### src/rtl/axi_cmd_frontend_if.sv
// AXI address/response bundle for the LPDDR4 command front-end.
// Carries the AW, AR and B channels, the native command port and the
// write-completion pulse. The front-end is the AXI slave; the master
// modport is the view of whatever drives it (interconnect or bench).
interface axi_cmd_frontend_if;

  // Write address channel
  logic        axi_aw_valid;
  logic        axi_aw_ready;
  logic [31:0] axi_aw_payload_addr;
  logic [7:0]  axi_aw_payload_len;
  logic [1:0]  axi_aw_payload_burst;
  logic        axi_aw_payload_id;
  logic [3:0]  axi_aw_payload_size;
  logic [1:0]  axi_aw_payload_lock;
  logic [2:0]  axi_aw_payload_prot;
  logic [3:0]  axi_aw_payload_cache;
  logic [3:0]  axi_aw_payload_qos;
  logic        axi_aw_first;
  logic        axi_aw_last;

  // Read address channel
  logic        axi_ar_valid;
  logic        axi_ar_ready;
  logic [31:0] axi_ar_payload_addr;
  logic [7:0]  axi_ar_payload_len;
  logic [1:0]  axi_ar_payload_burst;
  logic        axi_ar_payload_id;
  logic [3:0]  axi_ar_payload_size;
  logic [1:0]  axi_ar_payload_lock;
  logic [2:0]  axi_ar_payload_prot;
  logic [3:0]  axi_ar_payload_cache;
  logic [3:0]  axi_ar_payload_qos;
  logic        axi_ar_first;
  logic        axi_ar_last;

  // Write response channel
  logic        axi_b_valid;
  logic        axi_b_ready;
  logic [1:0]  axi_b_payload_resp;
  logic        axi_b_payload_id;
  logic        axi_b_first;
  logic        axi_b_last;

  // Native per-beat command port
  logic        native_cmd_valid;
  logic        native_cmd_ready;
  logic        native_cmd_payload_we;
  logic [26:0] native_cmd_payload_addr;
  logic        native_cmd_first;
  logic        native_cmd_last;

  // Oldest outstanding write burst has completed
  logic        wr_done;

  modport slave (
    input  axi_aw_valid, axi_aw_payload_addr, axi_aw_payload_len, axi_aw_payload_burst,
           axi_aw_payload_id, axi_aw_payload_size, axi_aw_payload_lock, axi_aw_payload_prot,
           axi_aw_payload_cache, axi_aw_payload_qos, axi_aw_first, axi_aw_last,
    output axi_aw_ready,
    input  axi_ar_valid, axi_ar_payload_addr, axi_ar_payload_len, axi_ar_payload_burst,
           axi_ar_payload_id, axi_ar_payload_size, axi_ar_payload_lock, axi_ar_payload_prot,
           axi_ar_payload_cache, axi_ar_payload_qos, axi_ar_first, axi_ar_last,
    output axi_ar_ready,
    output axi_b_valid, axi_b_payload_resp, axi_b_payload_id, axi_b_first, axi_b_last,
    input  axi_b_ready,
    output native_cmd_valid, native_cmd_payload_we, native_cmd_payload_addr,
           native_cmd_first, native_cmd_last,
    input  native_cmd_ready,
    input  wr_done
  );

  modport master (
    output axi_aw_valid, axi_aw_payload_addr, axi_aw_payload_len, axi_aw_payload_burst,
           axi_aw_payload_id, axi_aw_payload_size, axi_aw_payload_lock, axi_aw_payload_prot,
           axi_aw_payload_cache, axi_aw_payload_qos, axi_aw_first, axi_aw_last,
    input  axi_aw_ready,
    output axi_ar_valid, axi_ar_payload_addr, axi_ar_payload_len, axi_ar_payload_burst,
           axi_ar_payload_id, axi_ar_payload_size, axi_ar_payload_lock, axi_ar_payload_prot,
           axi_ar_payload_cache, axi_ar_payload_qos, axi_ar_first, axi_ar_last,
    input  axi_ar_ready,
    input  axi_b_valid, axi_b_payload_resp, axi_b_payload_id, axi_b_first, axi_b_last,
    output axi_b_ready,
    input  native_cmd_valid, native_cmd_payload_we, native_cmd_payload_addr,
           native_cmd_first, native_cmd_last,
    output native_cmd_ready,
    output wr_done
  );

endinterface

### src/rtl/axi_cmd_frontend.sv
// AXI command front-end: arbitrates AR/AW round-robin, splits each burst
// into one native command per 256-bit beat, and returns B responses in
// order as write bursts complete.
// Optional feature: define AXI_FE_WRAP_EN to honour WRAP bursts; without
// it WRAP is executed as INCR and no wrap logic is built.
module axi_cmd_frontend #(
  parameter int ID_FIFO_DEPTH = 4
) (
  input logic               clk,
  input logic               rst,
  axi_cmd_frontend_if.slave bus
);

  localparam int PW = $clog2(ID_FIFO_DEPTH);
  localparam int CW = PW + 1;

  localparam logic [1:0] IDLE     = 2'd0;
  localparam logic [1:0] RD_BURST = 2'd1;
  localparam logic [1:0] WR_BURST = 2'd2;

  localparam logic [1:0] BURST_FIXED = 2'b00;

  logic [1:0]          state_q, state_d;
  logic                lastGrantAw_q, lastGrantAw_d;
  logic [26:0]         addr_q, addr_d;
  logic [7:0]          len_q, len_d;
  logic [7:0]          beat_q, beat_d;
  logic [1:0]          burst_q, burst_d;

  logic [ID_FIFO_DEPTH-1:0] idMem_q;
  logic [PW-1:0]       wrPtr_q, rdPtr_q;
  logic [CW-1:0]       count_q, count_d;
  logic [CW-1:0]       doneCnt_q, doneCnt_d;

  logic isIdle, busy, fifoFull, arElig, awElig, grantAr, grantAw;
  logic cmdHs, lastBeat, push, pop, bValid, doneInc;
  logic [26:0] incAddr, nextAddr;
  logic unusedInputs;

  assign isIdle   = (state_q == IDLE);
  assign busy     = !isIdle;
  assign fifoFull = (count_q == CW'(ID_FIFO_DEPTH));
  assign arElig   = bus.axi_ar_valid;
  assign awElig   = bus.axi_aw_valid && !fifoFull;
  assign grantAr  = isIdle && arElig && (!awElig || lastGrantAw_q);
  assign grantAw  = isIdle && awElig && !grantAr;
  assign cmdHs    = busy && bus.native_cmd_ready;
  assign lastBeat = (beat_q == len_q);
  assign push     = grantAw;
  assign bValid   = (doneCnt_q != '0);
  assign pop      = bValid && bus.axi_b_ready;
  assign doneInc  = bus.wr_done && (doneCnt_q != count_q);
  assign incAddr  = addr_q + 27'd1;

`ifdef AXI_FE_WRAP_EN
  logic        wrapOk;
  logic [26:0] wrapMask;
  assign wrapOk   = (burst_q == 2'b10) &&
                    (len_q == 8'd1 || len_q == 8'd3 || len_q == 8'd7 || len_q == 8'd15);
  assign wrapMask = {23'd0, len_q[3:0]};
  // Wrap keeps the upper address bits and lets only the in-block bits roll over
  always_comb begin
    nextAddr = incAddr;
    if (burst_q == BURST_FIXED) nextAddr = addr_q;
    else if (wrapOk)            nextAddr = (addr_q & ~wrapMask) | (incAddr & wrapMask);
  end
`else
  // Without wrap support only FIXED holds the address; all else increments
  always_comb begin
    nextAddr = incAddr;
    if (burst_q == BURST_FIXED) nextAddr = addr_q;
  end
`endif

  // Burst sequencer: grant in IDLE, then step one beat per command handshake
  always_comb begin
    state_d       = state_q;
    lastGrantAw_d = lastGrantAw_q;
    addr_d        = addr_q;
    len_d         = len_q;
    beat_d        = beat_q;
    burst_d       = burst_q;
    case (state_q)
      IDLE: begin
        if (grantAr) begin
          state_d       = RD_BURST;
          lastGrantAw_d = 1'b0;
          addr_d        = bus.axi_ar_payload_addr[31:5];
          len_d         = bus.axi_ar_payload_len;
          burst_d       = bus.axi_ar_payload_burst;
          beat_d        = 8'd0;
        end else if (grantAw) begin
          state_d       = WR_BURST;
          lastGrantAw_d = 1'b1;
          addr_d        = bus.axi_aw_payload_addr[31:5];
          len_d         = bus.axi_aw_payload_len;
          burst_d       = bus.axi_aw_payload_burst;
          beat_d        = 8'd0;
        end
      end
      RD_BURST, WR_BURST: begin
        if (cmdHs) begin
          if (lastBeat) begin
            state_d = IDLE;
          end else begin
            beat_d = beat_q + 8'd1;
            addr_d = nextAddr;
          end
        end
      end
      default: state_d = IDLE;
    endcase
  end

  // Outstanding-write bookkeeping; a completion is dropped if nothing is left to complete
  always_comb begin
    count_d   = count_q + CW'(push) - CW'(pop);
    doneCnt_d = doneCnt_q;
    if (doneInc && !pop)      doneCnt_d = doneCnt_q + CW'(1);
    else if (!doneInc && pop) doneCnt_d = doneCnt_q - CW'(1);
  end

  // State registers; reset abandons any burst and all pending responses
  always_ff @(posedge clk or posedge rst) begin
    if (rst) begin
      state_q       <= IDLE;
      lastGrantAw_q <= 1'b1;
      addr_q        <= '0;
      len_q         <= '0;
      beat_q        <= '0;
      burst_q       <= '0;
      count_q       <= '0;
      doneCnt_q     <= '0;
    end else begin
      state_q       <= state_d;
      lastGrantAw_q <= lastGrantAw_d;
      addr_q        <= addr_d;
      len_q         <= len_d;
      beat_q        <= beat_d;
      burst_q       <= burst_d;
      count_q       <= count_d;
      doneCnt_q     <= doneCnt_d;
    end
  end

  // Write-ID FIFO storage and pointers
  always_ff @(posedge clk or posedge rst) begin
    if (rst) begin
      idMem_q <= '0;
      wrPtr_q <= '0;
      rdPtr_q <= '0;
    end else begin
      if (push) begin
        idMem_q[wrPtr_q] <= bus.axi_aw_payload_id;
        wrPtr_q          <= wrPtr_q + PW'(1);
      end
      if (pop) rdPtr_q <= rdPtr_q + PW'(1);
    end
  end

  assign bus.axi_ar_ready            = grantAr;
  assign bus.axi_aw_ready            = grantAw;
  assign bus.native_cmd_valid        = busy;
  assign bus.native_cmd_payload_we   = (state_q == WR_BURST);
  assign bus.native_cmd_payload_addr = busy ? addr_q : '0;
  assign bus.native_cmd_first        = busy && (beat_q == 8'd0);
  assign bus.native_cmd_last         = busy && lastBeat;
  assign bus.axi_b_valid             = bValid;
  assign bus.axi_b_payload_resp      = 2'b00;
  assign bus.axi_b_payload_id        = bValid && idMem_q[rdPtr_q];
  assign bus.axi_b_first             = bValid;
  assign bus.axi_b_last              = bValid;

  assign unusedInputs = ^{bus.axi_aw_payload_addr[4:0], bus.axi_aw_payload_size,
                          bus.axi_aw_payload_lock, bus.axi_aw_payload_prot,
                          bus.axi_aw_payload_cache, bus.axi_aw_payload_qos,
                          bus.axi_aw_first, bus.axi_aw_last,
                          bus.axi_ar_payload_addr[4:0], bus.axi_ar_payload_id,
                          bus.axi_ar_payload_size, bus.axi_ar_payload_lock,
                          bus.axi_ar_payload_prot, bus.axi_ar_payload_cache,
                          bus.axi_ar_payload_qos, bus.axi_ar_first, bus.axi_ar_last};

endmodule

### src/flat_wrapper.sv
// flat-port wrapper written by rule: the top's interface ports become plain ports
module axi_cmd_frontend_flat 
#(
  parameter int ID_FIFO_DEPTH = 4
)
  (clk, rst, bus_axi_aw_valid, bus_axi_aw_payload_addr, bus_axi_aw_payload_len, bus_axi_aw_payload_burst, bus_axi_aw_payload_id, bus_axi_aw_payload_size, bus_axi_aw_payload_lock, bus_axi_aw_payload_prot, bus_axi_aw_payload_cache, bus_axi_aw_payload_qos, bus_axi_aw_first, bus_axi_aw_last, bus_axi_aw_ready, bus_axi_ar_valid, bus_axi_ar_payload_addr, bus_axi_ar_payload_len, bus_axi_ar_payload_burst, bus_axi_ar_payload_id, bus_axi_ar_payload_size, bus_axi_ar_payload_lock, bus_axi_ar_payload_prot, bus_axi_ar_payload_cache, bus_axi_ar_payload_qos, bus_axi_ar_first, bus_axi_ar_last, bus_axi_ar_ready, bus_axi_b_valid, bus_axi_b_payload_resp, bus_axi_b_payload_id, bus_axi_b_first, bus_axi_b_last, bus_axi_b_ready, bus_native_cmd_valid, bus_native_cmd_payload_we, bus_native_cmd_payload_addr, bus_native_cmd_first, bus_native_cmd_last, bus_native_cmd_ready, bus_wr_done);
  axi_cmd_frontend_if bus_i ();
  input logic clk;
  input logic rst;
  input wire logic [$bits(bus_i.axi_aw_valid)-1:0] bus_axi_aw_valid;
  input wire logic [$bits(bus_i.axi_aw_payload_addr)-1:0] bus_axi_aw_payload_addr;
  input wire logic [$bits(bus_i.axi_aw_payload_len)-1:0] bus_axi_aw_payload_len;
  input wire logic [$bits(bus_i.axi_aw_payload_burst)-1:0] bus_axi_aw_payload_burst;
  input wire logic [$bits(bus_i.axi_aw_payload_id)-1:0] bus_axi_aw_payload_id;
  input wire logic [$bits(bus_i.axi_aw_payload_size)-1:0] bus_axi_aw_payload_size;
  input wire logic [$bits(bus_i.axi_aw_payload_lock)-1:0] bus_axi_aw_payload_lock;
  input wire logic [$bits(bus_i.axi_aw_payload_prot)-1:0] bus_axi_aw_payload_prot;
  input wire logic [$bits(bus_i.axi_aw_payload_cache)-1:0] bus_axi_aw_payload_cache;
  input wire logic [$bits(bus_i.axi_aw_payload_qos)-1:0] bus_axi_aw_payload_qos;
  input wire logic [$bits(bus_i.axi_aw_first)-1:0] bus_axi_aw_first;
  input wire logic [$bits(bus_i.axi_aw_last)-1:0] bus_axi_aw_last;
  output wire logic [$bits(bus_i.axi_aw_ready)-1:0] bus_axi_aw_ready;
  input wire logic [$bits(bus_i.axi_ar_valid)-1:0] bus_axi_ar_valid;
  input wire logic [$bits(bus_i.axi_ar_payload_addr)-1:0] bus_axi_ar_payload_addr;
  input wire logic [$bits(bus_i.axi_ar_payload_len)-1:0] bus_axi_ar_payload_len;
  input wire logic [$bits(bus_i.axi_ar_payload_burst)-1:0] bus_axi_ar_payload_burst;
  input wire logic [$bits(bus_i.axi_ar_payload_id)-1:0] bus_axi_ar_payload_id;
  input wire logic [$bits(bus_i.axi_ar_payload_size)-1:0] bus_axi_ar_payload_size;
  input wire logic [$bits(bus_i.axi_ar_payload_lock)-1:0] bus_axi_ar_payload_lock;
  input wire logic [$bits(bus_i.axi_ar_payload_prot)-1:0] bus_axi_ar_payload_prot;
  input wire logic [$bits(bus_i.axi_ar_payload_cache)-1:0] bus_axi_ar_payload_cache;
  input wire logic [$bits(bus_i.axi_ar_payload_qos)-1:0] bus_axi_ar_payload_qos;
  input wire logic [$bits(bus_i.axi_ar_first)-1:0] bus_axi_ar_first;
  input wire logic [$bits(bus_i.axi_ar_last)-1:0] bus_axi_ar_last;
  output wire logic [$bits(bus_i.axi_ar_ready)-1:0] bus_axi_ar_ready;
  output wire logic [$bits(bus_i.axi_b_valid)-1:0] bus_axi_b_valid;
  output wire logic [$bits(bus_i.axi_b_payload_resp)-1:0] bus_axi_b_payload_resp;
  output wire logic [$bits(bus_i.axi_b_payload_id)-1:0] bus_axi_b_payload_id;
  output wire logic [$bits(bus_i.axi_b_first)-1:0] bus_axi_b_first;
  output wire logic [$bits(bus_i.axi_b_last)-1:0] bus_axi_b_last;
  input wire logic [$bits(bus_i.axi_b_ready)-1:0] bus_axi_b_ready;
  output wire logic [$bits(bus_i.native_cmd_valid)-1:0] bus_native_cmd_valid;
  output wire logic [$bits(bus_i.native_cmd_payload_we)-1:0] bus_native_cmd_payload_we;
  output wire logic [$bits(bus_i.native_cmd_payload_addr)-1:0] bus_native_cmd_payload_addr;
  output wire logic [$bits(bus_i.native_cmd_first)-1:0] bus_native_cmd_first;
  output wire logic [$bits(bus_i.native_cmd_last)-1:0] bus_native_cmd_last;
  input wire logic [$bits(bus_i.native_cmd_ready)-1:0] bus_native_cmd_ready;
  input wire logic [$bits(bus_i.wr_done)-1:0] bus_wr_done;
  assign bus_i.axi_aw_valid = bus_axi_aw_valid;
  assign bus_i.axi_aw_payload_addr = bus_axi_aw_payload_addr;
  assign bus_i.axi_aw_payload_len = bus_axi_aw_payload_len;
  assign bus_i.axi_aw_payload_burst = bus_axi_aw_payload_burst;
  assign bus_i.axi_aw_payload_id = bus_axi_aw_payload_id;
  assign bus_i.axi_aw_payload_size = bus_axi_aw_payload_size;
  assign bus_i.axi_aw_payload_lock = bus_axi_aw_payload_lock;
  assign bus_i.axi_aw_payload_prot = bus_axi_aw_payload_prot;
  assign bus_i.axi_aw_payload_cache = bus_axi_aw_payload_cache;
  assign bus_i.axi_aw_payload_qos = bus_axi_aw_payload_qos;
  assign bus_i.axi_aw_first = bus_axi_aw_first;
  assign bus_i.axi_aw_last = bus_axi_aw_last;
  assign bus_axi_aw_ready = bus_i.axi_aw_ready;
  assign bus_i.axi_ar_valid = bus_axi_ar_valid;
  assign bus_i.axi_ar_payload_addr = bus_axi_ar_payload_addr;
  assign bus_i.axi_ar_payload_len = bus_axi_ar_payload_len;
  assign bus_i.axi_ar_payload_burst = bus_axi_ar_payload_burst;
  assign bus_i.axi_ar_payload_id = bus_axi_ar_payload_id;
  assign bus_i.axi_ar_payload_size = bus_axi_ar_payload_size;
  assign bus_i.axi_ar_payload_lock = bus_axi_ar_payload_lock;
  assign bus_i.axi_ar_payload_prot = bus_axi_ar_payload_prot;
  assign bus_i.axi_ar_payload_cache = bus_axi_ar_payload_cache;
  assign bus_i.axi_ar_payload_qos = bus_axi_ar_payload_qos;
  assign bus_i.axi_ar_first = bus_axi_ar_first;
  assign bus_i.axi_ar_last = bus_axi_ar_last;
  assign bus_axi_ar_ready = bus_i.axi_ar_ready;
  assign bus_axi_b_valid = bus_i.axi_b_valid;
  assign bus_axi_b_payload_resp = bus_i.axi_b_payload_resp;
  assign bus_axi_b_payload_id = bus_i.axi_b_payload_id;
  assign bus_axi_b_first = bus_i.axi_b_first;
  assign bus_axi_b_last = bus_i.axi_b_last;
  assign bus_i.axi_b_ready = bus_axi_b_ready;
  assign bus_native_cmd_valid = bus_i.native_cmd_valid;
  assign bus_native_cmd_payload_we = bus_i.native_cmd_payload_we;
  assign bus_native_cmd_payload_addr = bus_i.native_cmd_payload_addr;
  assign bus_native_cmd_first = bus_i.native_cmd_first;
  assign bus_native_cmd_last = bus_i.native_cmd_last;
  assign bus_i.native_cmd_ready = bus_native_cmd_ready;
  assign bus_i.wr_done = bus_wr_done;
  axi_cmd_frontend #(.ID_FIFO_DEPTH(ID_FIFO_DEPTH)) u_core (.clk(clk), .rst(rst), .bus(bus_i));
endmodule
### config.mk
export PLATFORM = sky130hd
export DESIGN_NAME = axi_cmd_frontend_flat
export DESIGN_NICKNAME = d
export VERILOG_FILES = /design/src/rtl/axi_cmd_frontend_if.sv /design/src/rtl/axi_cmd_frontend.sv /design/src/flat_wrapper.sv
export SDC_FILE = /design/constraint.sdc
export NUM_CORES = 1
export LEC_CHECK = 0
export ABC_AREA = 0
export CORE_AREA = 2 2 119 121
export DETAILED_ROUTE_END_ITERATION = 8
export DIE_AREA = 0 0 121 123
export HOLD_SLACK_MARGIN = 0.03
export PLACE_DENSITY = 0.66
export SYNTH_ARGS = -nofsm -noshare
export SYNTH_HDL_FRONTEND = slang
export SYNTH_SLANG_ARGS = --single-unit
### constraint.sdc
create_clock -name clk -period 3.1 [get_ports clk]
set_clock_uncertainty 0.1 [all_clocks]
set_input_delay 0.93 -clock clk [delete_from_list [all_inputs] [get_ports clk]]
set_output_delay 0.93 -clock clk [all_outputs]
set_load 0.02 [all_outputs]
# Word level (Yosys, flattened, before mapping)
# Index checks and enable logic that the tools add are counted.
op_classes:
  n_eq_ne: 10
  bitwise: 0
  reduce_logical: 33
  div: 0
  add_sub_neg: 8
  shifts: 0
  mux: 30
  n_mul: 0
  n_lt_le_gt_ge: 3
op_table:
  columns: ["operator", "count"]
  rows:
  - ["$mux W27", 6]
  - ["$pmux W27 S2", 1]
  - ["$mux W8", 6]
  - ["$add A27 B1 Y27 const B", 1]
  - ["$pmux W8 S2", 1]
  - ["$logic_and A1 B1 Y1", 14]
  - ["$mux W2", 6]
  - ["$add A8 B1 Y8 const B", 1]
  - ["$eq A8 B8 Y1", 1]
  - ["$logic_not A8 Y1", 1]
  - ["$logic_not A1 Y1", 6]
  - ["$lt A2 B3 Y1 const B", 2]
  - ["$mux W3", 2]
  - ["$reduce_bool A2 Y1", 3]
  - ["$reduce_and A5 Y1", 1]
  - ["$add A2 B1 Y2 const B", 2]
  - ["$bwmux W4", 1]
  - ["$logic_not A2 Y1", 2]
  - ["$mux W1", 4]
  - ["$ne A2 B1 Y1 const B", 2]
  - ["$ne A2 B2 Y1 const B", 2]
  - ["$pmux W2 S2", 1]
  - ["$reduce_and A4 Y1", 1]
  - ["$add A3 B1 Y3", 1]
  - ["16 further kinds", 16]
word_totals:
  register_bits: 62
  latchBits: 0
  mem_bits_rw: 0
  in_bits: 131
  memories: 0
  out_inout_bits: 39
  mem_bits_ro: 0
  elab_cells: 95

# Longest topological paths before layout
# Gate-level depths: netlist (run 1).
depth:
  depth_word: 11
  mapped_depth: 13
  ltp_nobuf: 13

# Least setup slack after synthesis (run 1)
# Ideal clock, no wire load.
synth_timing:
  path_kind: "input port to flip-flop"
  startpoint: "in bus_axi_aw_valid"
  endpoint: "reg u_core.count_q[2]"
  setup_ns: 0.123
  path_buffers: 0
  path_slack_ns: 0.112
  cell_stages: 11
  arrival_ns: 2.765
  cell_sequence: "nand2b_1 o21bai_2 inv_2 nor2_4 inv_1 ha_1 inv_1 ha_1 fa_1 xnor2_1 xnor2_1"
synth_between:
  elab_chain_len: 8
  elab_cells_between_ends: 9
  classes_between: "add/sub (2); reduce/logical (7)"
synth_rtl:
  columns: ["item", "line", "rtl"]
  rows:
  - ["from (decl)", "flat_wrapper.sv:10", "input wire logic [$bits(bus_i.axi_aw_valid)-1:0] bus_axi_aw_valid;"]
  - ["$logic_and A1 B1 Y1 *", "axi_cmd_frontend.sv:44", "assign awElig = bus.axi_aw_valid && !fifoFull;"]
  - ["$logic_not A1 Y1", "axi_cmd_frontend.sv:45", "assign grantAr = isIdle && arElig && (!awElig || lastGrantAw_q);"]
  - ["$logic_or A1 B1 Y1", "axi_cmd_frontend.sv:45", null]
  - ["$logic_and A1 B1 Y1", "axi_cmd_frontend.sv:45", null]
  - ["$logic_not A1 Y1", "axi_cmd_frontend.sv:46", "assign grantAw = isIdle && awElig && !grantAr;"]
  - ["$logic_and A1 B1 Y1 *", "axi_cmd_frontend.sv:46", null]
  - ["net bus_axi_aw_ready", "flat_wrapper.sv:22", "output wire logic [$bits(bus_i.axi_aw_ready)-1:0] bus_axi_aw_ready;"]
  - ["$add A3 B1 Y3 *", "axi_cmd_frontend.sv:117", "count_d = count_q + CW'(push) - CW'(pop);"]
  - ["$sub A3 B1 Y3 *", "axi_cmd_frontend.sv:117", null]
  - ["net u_core.count_d[2]", "axi_cmd_frontend.sv:32", "logic [CW-1:0] count_q, count_d;"]
  - ["to (signal assigned)", "axi_cmd_frontend.sv:141", "count_q <= count_d;"]
  - ["to (decl)", "axi_cmd_frontend.sv:32", null]
# Mark *: on every way through the listed nets, which the timed path passes. The rest lies on a longest branch.
# A chain may end at the register's enable or synchronous reset.

# Worst setup path in the final report (run 1)
layout_timing:
  startpoint: "in bus_axi_aw_valid"
  endpoint: "out bus_axi_aw_ready"
layout_between:
  elab_chain_len: 6
  elab_cells_between_ends: 7
  classes_between: "reduce/logical (7)"
layout_rtl:
  columns: ["item", "line"]
  rows:
  - ["$logic_and A1 B1 Y1 *", "axi_cmd_frontend.sv:44"]
  - ["$logic_not A1 Y1", "axi_cmd_frontend.sv:45"]
  - ["$logic_or A1 B1 Y1", "axi_cmd_frontend.sv:45"]
  - ["$logic_and A1 B1 Y1", "axi_cmd_frontend.sv:45"]
  - ["$logic_not A1 Y1", "axi_cmd_frontend.sv:46"]
  - ["$logic_and A1 B1 Y1 *", "axi_cmd_frontend.sv:46"]
  - ["to (decl)", "flat_wrapper.sv:22"]
# Every way passes the cells marked *; elsewhere a longest branch is shown, timed or not.

==> run metrics, run 1 <==
sequential cell area fraction in the yosys report=35.18%; mapped cell area=~4400 sq um; worst path arrival time=2.03 ns; 1st-pass router iterations=4; crit share post-route=between 90% and 100%; width of the die=121 um; crit path kind=in2out; final weighted congestion of routability-driven global placement=0.8664; total power draw=6.245 mW; final number of max-transition violations=0; Post-DP HPWL=9351 um; Final Cell Area=6130 sq um; height of the die=123 um; area occupied by multi-input gates=about 2600 sq um; overflow left after global routing=0; required time at the worst-slack endpoint=2.07 ns; deepest level of the CTS H-tree=3; ratio of routed vias to standard cells=between 5 and 6; Area contributors post-synth=sky130_fd_sc_hd__dfrtp_1 35%, sky130_fd_sc_hd__mux2i_1 4.8%, sky130_fd_sc_hd__ha_1 3.7%, sky130_fd_sc_hd__nor2b_1 3.5%, sky130_fd_sc_hd__nand2_1 3.2%; Core Region=13610 sq um; number of buffers created by CTS=9; Final Hold Viols=0; CTS tree=yes; number of antenna violations at the first check in global routing=0; Die Area=14880 sq um; share of the synthesized area in compound gates (AO/OA/AOI/OAI)=16.72%; max-cap violation count=0; clk_lat worst skew=roughly 0.33 ns; Setup-failing EPs final=0; standard cell area after detailed placement=5787 sq um; largest family of logic cells by synthesized area=simple AND/OR/NAND/NOR gates; final worst path period need=3.062 ns; initial standard-cell utilization of the core=32.43%; instance count of the mapped netlist=471; cell leakage power=2.738 nW; buffers plus inverters on the worst setup path=3; Worst Slack Setup Final=0.03802 ns; total of warnings raised by yosys=0; register cell area after layout=1553 sq um; Slew headroom=61.23%; Diodes inserted=0; top cells by count, synth=61 x sky130_fd_sc_hd__dfrtp_1, 38 x sky130_fd_sc_hd__nand2_1, 26 x sky130_fd_sc_hd__nor2_1, 25 x sky130_fd_sc_hd__nor2b_1, 23 x sky130_fd_sc_hd__o21ai_0; number of inserted filler cells in the final layout=approximately 1300; # DRC=0; final standard cell count with taps included and fillers excluded=between 700 and 800; slew at the pin with the worst max-slew slack=around 0.58 ns; global-route wire length before repair=just over 20000 um; Seq cells post-synth=between 60 and 70; Post-synth top flop=sky130_fd_sc_hd__dfrtp_1; pin count of the biggest net entering global routing=63; cell at the slowest stage of the critical path=sky130_fd_sc_hd__clkdlybuf4s50_1; routed len/inst=around 16 um; number of buffer cells added on primary ports=about 120; async set or reset register ratio after synthesis=100.0%; Worst path top cell family by delay=buffers and inverters; average size of a mapped cell=~9.4 sq um; remaining number of nets flagged by the antenna check after routing=0; Critical Path End Type=output port; total wirelength of the detailed-routed design=between 10000 and 15000 um; ratio of total power to cell area=1019 nW/um^2; biggest area consumer among synthesized cells=sky130_fd_sc_hd__dfrtp_1; count of flip-flops with a built-in enable after synthesis=0; Rows=43; setup slack at placement=-0.3866 ns; vias in the first global route=slightly above 4000; number of placed instances with taps included=757; Min-Delay Path Class=reg2reg; Post-layout nets=735; adder-cell share of the synthesized area=under 10%; area fraction of the dominant cell type after synthesis=34.58%; Synth-to-Final Area Change=38.86%; overall global routing resource usage=17.27%; chain of cells forming the critical path=clkdlybuf4s50_1 -> nand2b_1 -> o21bai_4 -> inv_2 -> nor2_4 -> buf_2; Simple-Gate Fraction of Synth Area=22.73%; setup tns final=0 ns; timing-limited maximum frequency=0.3266 GHz; library cells used by synthesis=75; share of final-layout standard cells stronger than drive strength 1=about an eighth; maximum fanout along the worst path=3; number of primary I/O pins=170; Sinks on Clock Net=62; total number of vias=4035; clock tree buffer depth=2; Critical Path Start Type=input pin; run status=completed; XOR/XNOR share of the synthesized area=4.167%; post-CTS clock slew at the launch and capture registers of the worst setup and hold paths=0.06 ns; Clk Tree Root Cell=sky130_fd_sc_hd__clkbuf_16; multiplexer share of the synthesized area=9.609%; largest incremental delay on the critical path=0.49 ns; cell with the most instances after synthesis=sky130_fd_sc_hd__dfrtp_1; peak supply drop=roughly 0.0004 V; First DRT Iteration DRCs=approximately 220
-- state kept, by name, indices dropped and copies added, names as in the netlist --
signal,cells
u_core.idMem_q,4
u_core.count_q,3
u_core.beat_q,8
u_core.burst_q,2
u_core.state_q,2
u_core.rdPtr_q,2
u_core.lastGrantAw_q,1
u_core.doneCnt_q,3
u_core.len_q,8
u_core.addr_q,27
u_core.wrPtr_q,2
-- cells in the final DEF, fill, tap and decap left out, types with 6 or more instances in the layout --
| cell | Yosys | layout |
|---|---|---|
| sky130_fd_sc_hd__nor2b_1 | 25 | 25 |
| sky130_fd_sc_hd__nor3_1 | 8 | 8 |
| sky130_fd_sc_hd__nor4_1 | 9 | 9 |
| sky130_fd_sc_hd__nand3_1 | 19 | 19 |
| sky130_fd_sc_hd__nor2_1 | 26 | 26 |
| sky130_fd_sc_hd__ha_1 | 13 | 12 |
| sky130_fd_sc_hd__nand2_1 | 38 | 38 |
| sky130_fd_sc_hd__o32a_1 | 8 | 8 |
| sky130_fd_sc_hd__nand4_1 | 10 | 10 |
| sky130_fd_sc_hd__clkbuf_16 | 0 | 9 |
| sky130_fd_sc_hd__clkdlybuf4s50_1 | 0 | 94 |
| sky130_fd_sc_hd__o21ai_0 | 23 | 23 |
| sky130_fd_sc_hd__dlymetal6s2s_1 | 0 | 21 |
| sky130_fd_sc_hd__or3_1 | 6 | 6 |
| sky130_fd_sc_hd__buf_4 | 7 | 21 |
| sky130_fd_sc_hd__dfrtp_1 | 61 | 61 |
| sky130_fd_sc_hd__xnor2_1 | 16 | 15 |
| sky130_fd_sc_hd__mux2_2 | 12 | 12 |
| sky130_fd_sc_hd__a22oi_1 | 6 | 6 |
| sky130_fd_sc_hd__inv_1 | 21 | 20 |
| sky130_fd_sc_hd__o22ai_1 | 6 | 6 |
| sky130_fd_sc_hd__mux2i_1 | 21 | 21 |
-- per-layer routing --
| layer | GRT usage, % | up-vias | wire length (um) |
|---|---|---|---|
| met5 | 0 | - | 0 |
| met2 | 28.44 | 123 | 6106 |
| met4 | 6.831 | 0 | 223 |
| li1 | - | 1957 | - |
| met3 | 2.214 | 15 | 579 |
| met1 | 23.10 | 1940 | 5776 |
-- what timing repair did --
item / 4_1_cts / 5_1_grt
buffers inserted: 0 / 1
cloned: 0 / 0
pin swaps: 0 / 1
setup endpoints to repair: 32 / 22
hold buffers: 0 / 0
gates resized for setup: 11 / 23
-- worst register-to-register path: cells and delay by family (launching register included) --
kind / cells / cell delay (ns)
fa+ha+maj: 4 / 1.05
xor+xnor: 2 / 0.34
simple gates: 2 / 0.24
compound gates: 1 / 0.13
flops: 1 / 0.37
buf+inv: 5 / 0.33
-- final timing paths --
kind / startpoint / to / slack [ns] / cells past startpoint
max in group asynchronous: rst / u_core.lastGrantAw_q$_DFFE_PP1P_ / 1.69 / 3
hold reg to reg: u_core.idMem_q[0]$_DFFE_PP0P_ / u_core.idMem_q[0]$_DFFE_PP0P_ / 0.39 / 1
setup / recovery: bus_axi_aw_valid / bus_axi_aw_ready / 0.04 / 6
hold / removal: u_core.idMem_q[0]$_DFFE_PP0P_ / u_core.idMem_q[0]$_DFFE_PP0P_ / 0.39 / 1
setup reg to reg: u_core.state_q[0]$_DFFE_PP0P_ / u_core.count_q[2]$_DFF_PP0_ / 0.44 / 14
min in group asynchronous: rst / u_core.idMem_q[1]$_DFFE_PP0P_ / 0.90 / 3
-- area by class of cell --
class | instances | area share, %
Timing Repair Buffer | 141 | 23.03
Multi-Input combinational cell | 353 | 42.09
Clock inverter | 6 | 0.7961
Sequential cell | 62 | 25.33
Inverter | 22 | 1.347
Tap cell | 180 | 3.674
Clock buffer | 10 | 3.735
-- metrics by stage --
| stage | utilization, % | hold slack, ns |
|---|---|---|
| detailed placement | 42.51 | 0.3822 |
| CTS | 44.52 | 0.3947 |
| floorplan | - | 0.3508 |
| global route | 45.03 | 0.4070 |
| global placement | 42.51 | 0.3711 |
| finish | 45.03 | 0.3882 |
-- power breakdown --
| group | total (mW) | internal, mW | switching (mW) | leakage [nW] |
|---|---|---|---|---|
| Combinational | 3.69 | 1.69 | 2.00 | 1.87 |
| Sequential | 1.62 | 1.20 | 0.419 | 0.738 |
| Clock | 0.930 | 0.544 | 0.386 | 0.125 |
-- cell families after synthesis --
group           Yosys count
simple gates            177
flops                    62
compound gates           99
other cells               1
fa+ha+maj                15
xor+xnor                 21
buf+inv                  57
mux                      39
(Power assumes the default switching activity.)
==> run 2: changes to the inputs <==
--- a/config.mk
+++ b/config.mk
@@ -10,7 +10,8 @@
 export DETAILED_ROUTE_END_ITERATION = 8
 export DIE_AREA = 0 0 121 123
 export HOLD_SLACK_MARGIN = 0.03
-export PLACE_DENSITY = 0.66
+export PLACE_DENSITY = 0.64
+export REMOVE_ABC_BUFFERS = 1
 export SYNTH_ARGS = -nofsm -noshare
 export SYNTH_HDL_FRONTEND = slang
 export SYNTH_SLANG_ARGS = --single-unit
==> run metrics, run 2 (same netlist as run 1, synthesis figures left out) <==
run status=completed; Min-Delay Path Class=reg2reg; clock tree buffer depth=2 (unchanged); pin count of the biggest net entering global routing=63 (unchanged); Largest regs=u_core.addr_q (27), u_core.beat_q (8), u_core.len_q (8); post-CTS clock slew at the launch and capture registers of the worst setup and hold paths=0.05 ns (about the same); startpoint of the most critical hold path=u_core.idMem_q[2]$_DFFE_PP0P_; ratio of total power to cell area=1027 nW/um^2 (+0.81%); Critical Path Start Type=input pin; worst reg-to-reg path cell count=14 (unchanged); Core Region=13610 sq um (unchanged); Clk Tree Root Cell=sky130_fd_sc_hd__clkbuf_16; maximum fanout along the worst path=3 (unchanged); Post-layout nets=738 (+0.41%); Sinks on Clock Net=62 (unchanged); most common library cell in the layout ignoring fill and taps=sky130_fd_sc_hd__clkdlybuf4s50_1; area occupied by multi-input gates=2572 sq um (-0.29%); vias in the first global route=4125 (+2.5%); 1st-pass router iterations=5 (+1); overall global routing resource usage=16.99% (-0.28 points); number of antenna violations at the first check in global routing=0 (unchanged); register cell area after layout=1553 sq um (unchanged); hold path cells=1 (unchanged); share of final-layout standard cells stronger than drive strength 1=13.23% (+0.27 points); Slew headroom=66.50% (+5.3 points); peak supply drop=0.0005288 V (+34%); ratio of routed vias to standard cells=5.220 (+0.13%); required time at the worst-slack endpoint=2.07 ns (about the same); deepest level of the CTS H-tree=3 (unchanged); number of inserted filler cells in the final layout=1288 (-4.5%); total power draw=6.377 mW (+2.1%); cell at the slowest stage of the critical path=sky130_fd_sc_hd__clkdlybuf4s50_1; endpoint of the worst register-to-register path=u_core.count_q[2]$_DFF_PP0_; cell leakage power=2.824 nW (+3.2%); CTS tree=yes; total number of vias=4056 (+0.52%); slack of the worst reg-to-reg path=0.39 ns (-0.05 ns); flip-flop count of the largest register, all copies and words added=27 (unchanged); global-route wire length before repair=20030 um (-1.3%); width of the die=121 um (unchanged); CTS Hold Bufs=0 (unchanged); Worst path top cell family by delay=buffers and inverters; Hold Worst Slack=0.3931 ns (+0.004807 ns); buffers plus inverters on the worst setup path=3 (unchanged); Diodes inserted=0 (unchanged); chain of cells forming the critical path=clkdlybuf4s50_1 -> nand2b_1 -> o21bai_4 -> inv_4 -> nor2_4 -> buf_2; max-cap violation count=0 (unchanged); total wirelength of the detailed-routed design=12620 um (-0.54%); height of the die=123 um (unchanged); Setup-failing EPs final=0 (unchanged); RSZ-0062 raised after global routing=yes; timing-limited maximum frequency=0.3271 GHz (+0.17%); crit path kind=in2out; routed len/inst=16.24 um (-0.92%); remaining number of nets flagged by the antenna check after routing=0 (unchanged); largest incremental delay on the critical path=0.48 ns (about the same); number of buffers created by CTS=9 (unchanged); Die Area=14880 sq um (unchanged); r2r startpoint=u_core.state_q[0]$_DFFE_PP0P_; Synth-to-Final Area Change=40.67%; Rows=43 (unchanged); leading cell types in the layout, fill and taps excluded=87 x sky130_fd_sc_hd__clkdlybuf4s50_1, 61 x sky130_fd_sc_hd__dfrtp_1, 38 x sky130_fd_sc_hd__nand2_1; final weighted congestion of routability-driven global placement=0.8921 (+3.0%); final worst path period need=3.057 ns (-0.005182 ns); number of primary I/O pins=170 (unchanged); slew at the pin with the worst max-slew slack=0.5025 ns (-0.07455 ns); final number of max-transition violations=0 (unchanged); number of buffer cells added on primary ports=118 (unchanged); worst path arrival time=2.03 ns (about the same); initial standard-cell utilization of the core=32.43% (unchanged); crit share post-route=98.61% (-0.17 points); Hold Path End=u_core.idMem_q[2]$_DFFE_PP0P_; Post-DP HPWL=9245 um (-1.1%); # DRC=0 (unchanged); Critical Path End Type=output port; overflow left after global routing=0 (unchanged); Final Hold Viols=0 (unchanged); largest reg by FF count=u_core.addr_q; First DRT Iteration DRCs=213 (-1.4%); clk_lat worst skew=0.33 ns (about the same)
## run 2: cell count changes in the layout (fill, tap and decap cells not counted), sizes merged
cell / previous run / this run
inv: 22 / 24
clkinvlp: 3 / 2
dlymetal6s2s: 21 / 23
buf: 25 / 28
clkinv: 3 / 1
clkdlybuf4s50: 94 / 87
dlygate4sd2: 1 / 6
bufinv: 0 / 1
## run 2: worst max path at each step
stage          slack (ns)                              to                          start  cells past startpoint
2_1_floorplan       -1.08     u_core.count_q[2]$_DFF_PP0_               bus_axi_aw_valid                     11
3_3_place_gp        -0.41                bus_axi_ar_ready               bus_axi_ar_valid                      6
3_5_place_dp        -0.43                bus_axi_ar_ready               bus_axi_ar_valid                      6
4_1_cts             0.004  bus_native_cmd_payload_addr[3]  u_core.state_q[1]$_DFFE_PP0P_                      5
5_1_grt             -0.03     u_core.count_q[2]$_DFF_PP0_               bus_axi_aw_valid                     13
6_report             0.04                bus_axi_aw_ready               bus_axi_aw_valid                      6
## run 2: repair_timing
item,in CTS,in global routing
setup buffers,1,0
cloned,0,0
hold endpoints to repair,0,0
setup endpoints to repair,31,26
pin swaps,1,2
gates resized for setup,16,27
## run 2: per-layer routing
layer	track usage (%)	vias to the layer above	routed length (um)
li1	-	1963	-
met1	21.14	1944	5364
met2	29.67	141	6232
met3	3.828	8	928
met4	4.578	0	91
met5	0	-	0
## run 2: report_power, final
group | internal (mW) | switching, mW | total [mW]
clock network | 0.648 | 0.387 | 1.04
registers | 1.20 | 0.415 | 1.62
logic | 1.72 | 2.01 | 3.72
## run 2: stage by stage
stage	instances	setup TNS (ns)	area, sq um	util [%]	setup WS (ns)
after floorplan	437	-5.463	4195	-	-1.075
after global placement	760	-1.208	5834	42.86	-0.4068
after detailed placement	760	-1.439	5834	42.86	-0.4321
after CTS	777	0	6138	45.10	0.003837
after global routing	777	-0.03172	6210	45.62	-0.03172
final	777	0	6210	45.62	0.04320
## run 2: layout make-up
class	count	share of cell area, %
clock buffer	10	3.848
clock inverter	6	1.088
inverter	22	1.370
multi-input combinational	353	41.43
sequential	62	25.01
tap	180	3.627
timing repair buffer	144	23.63
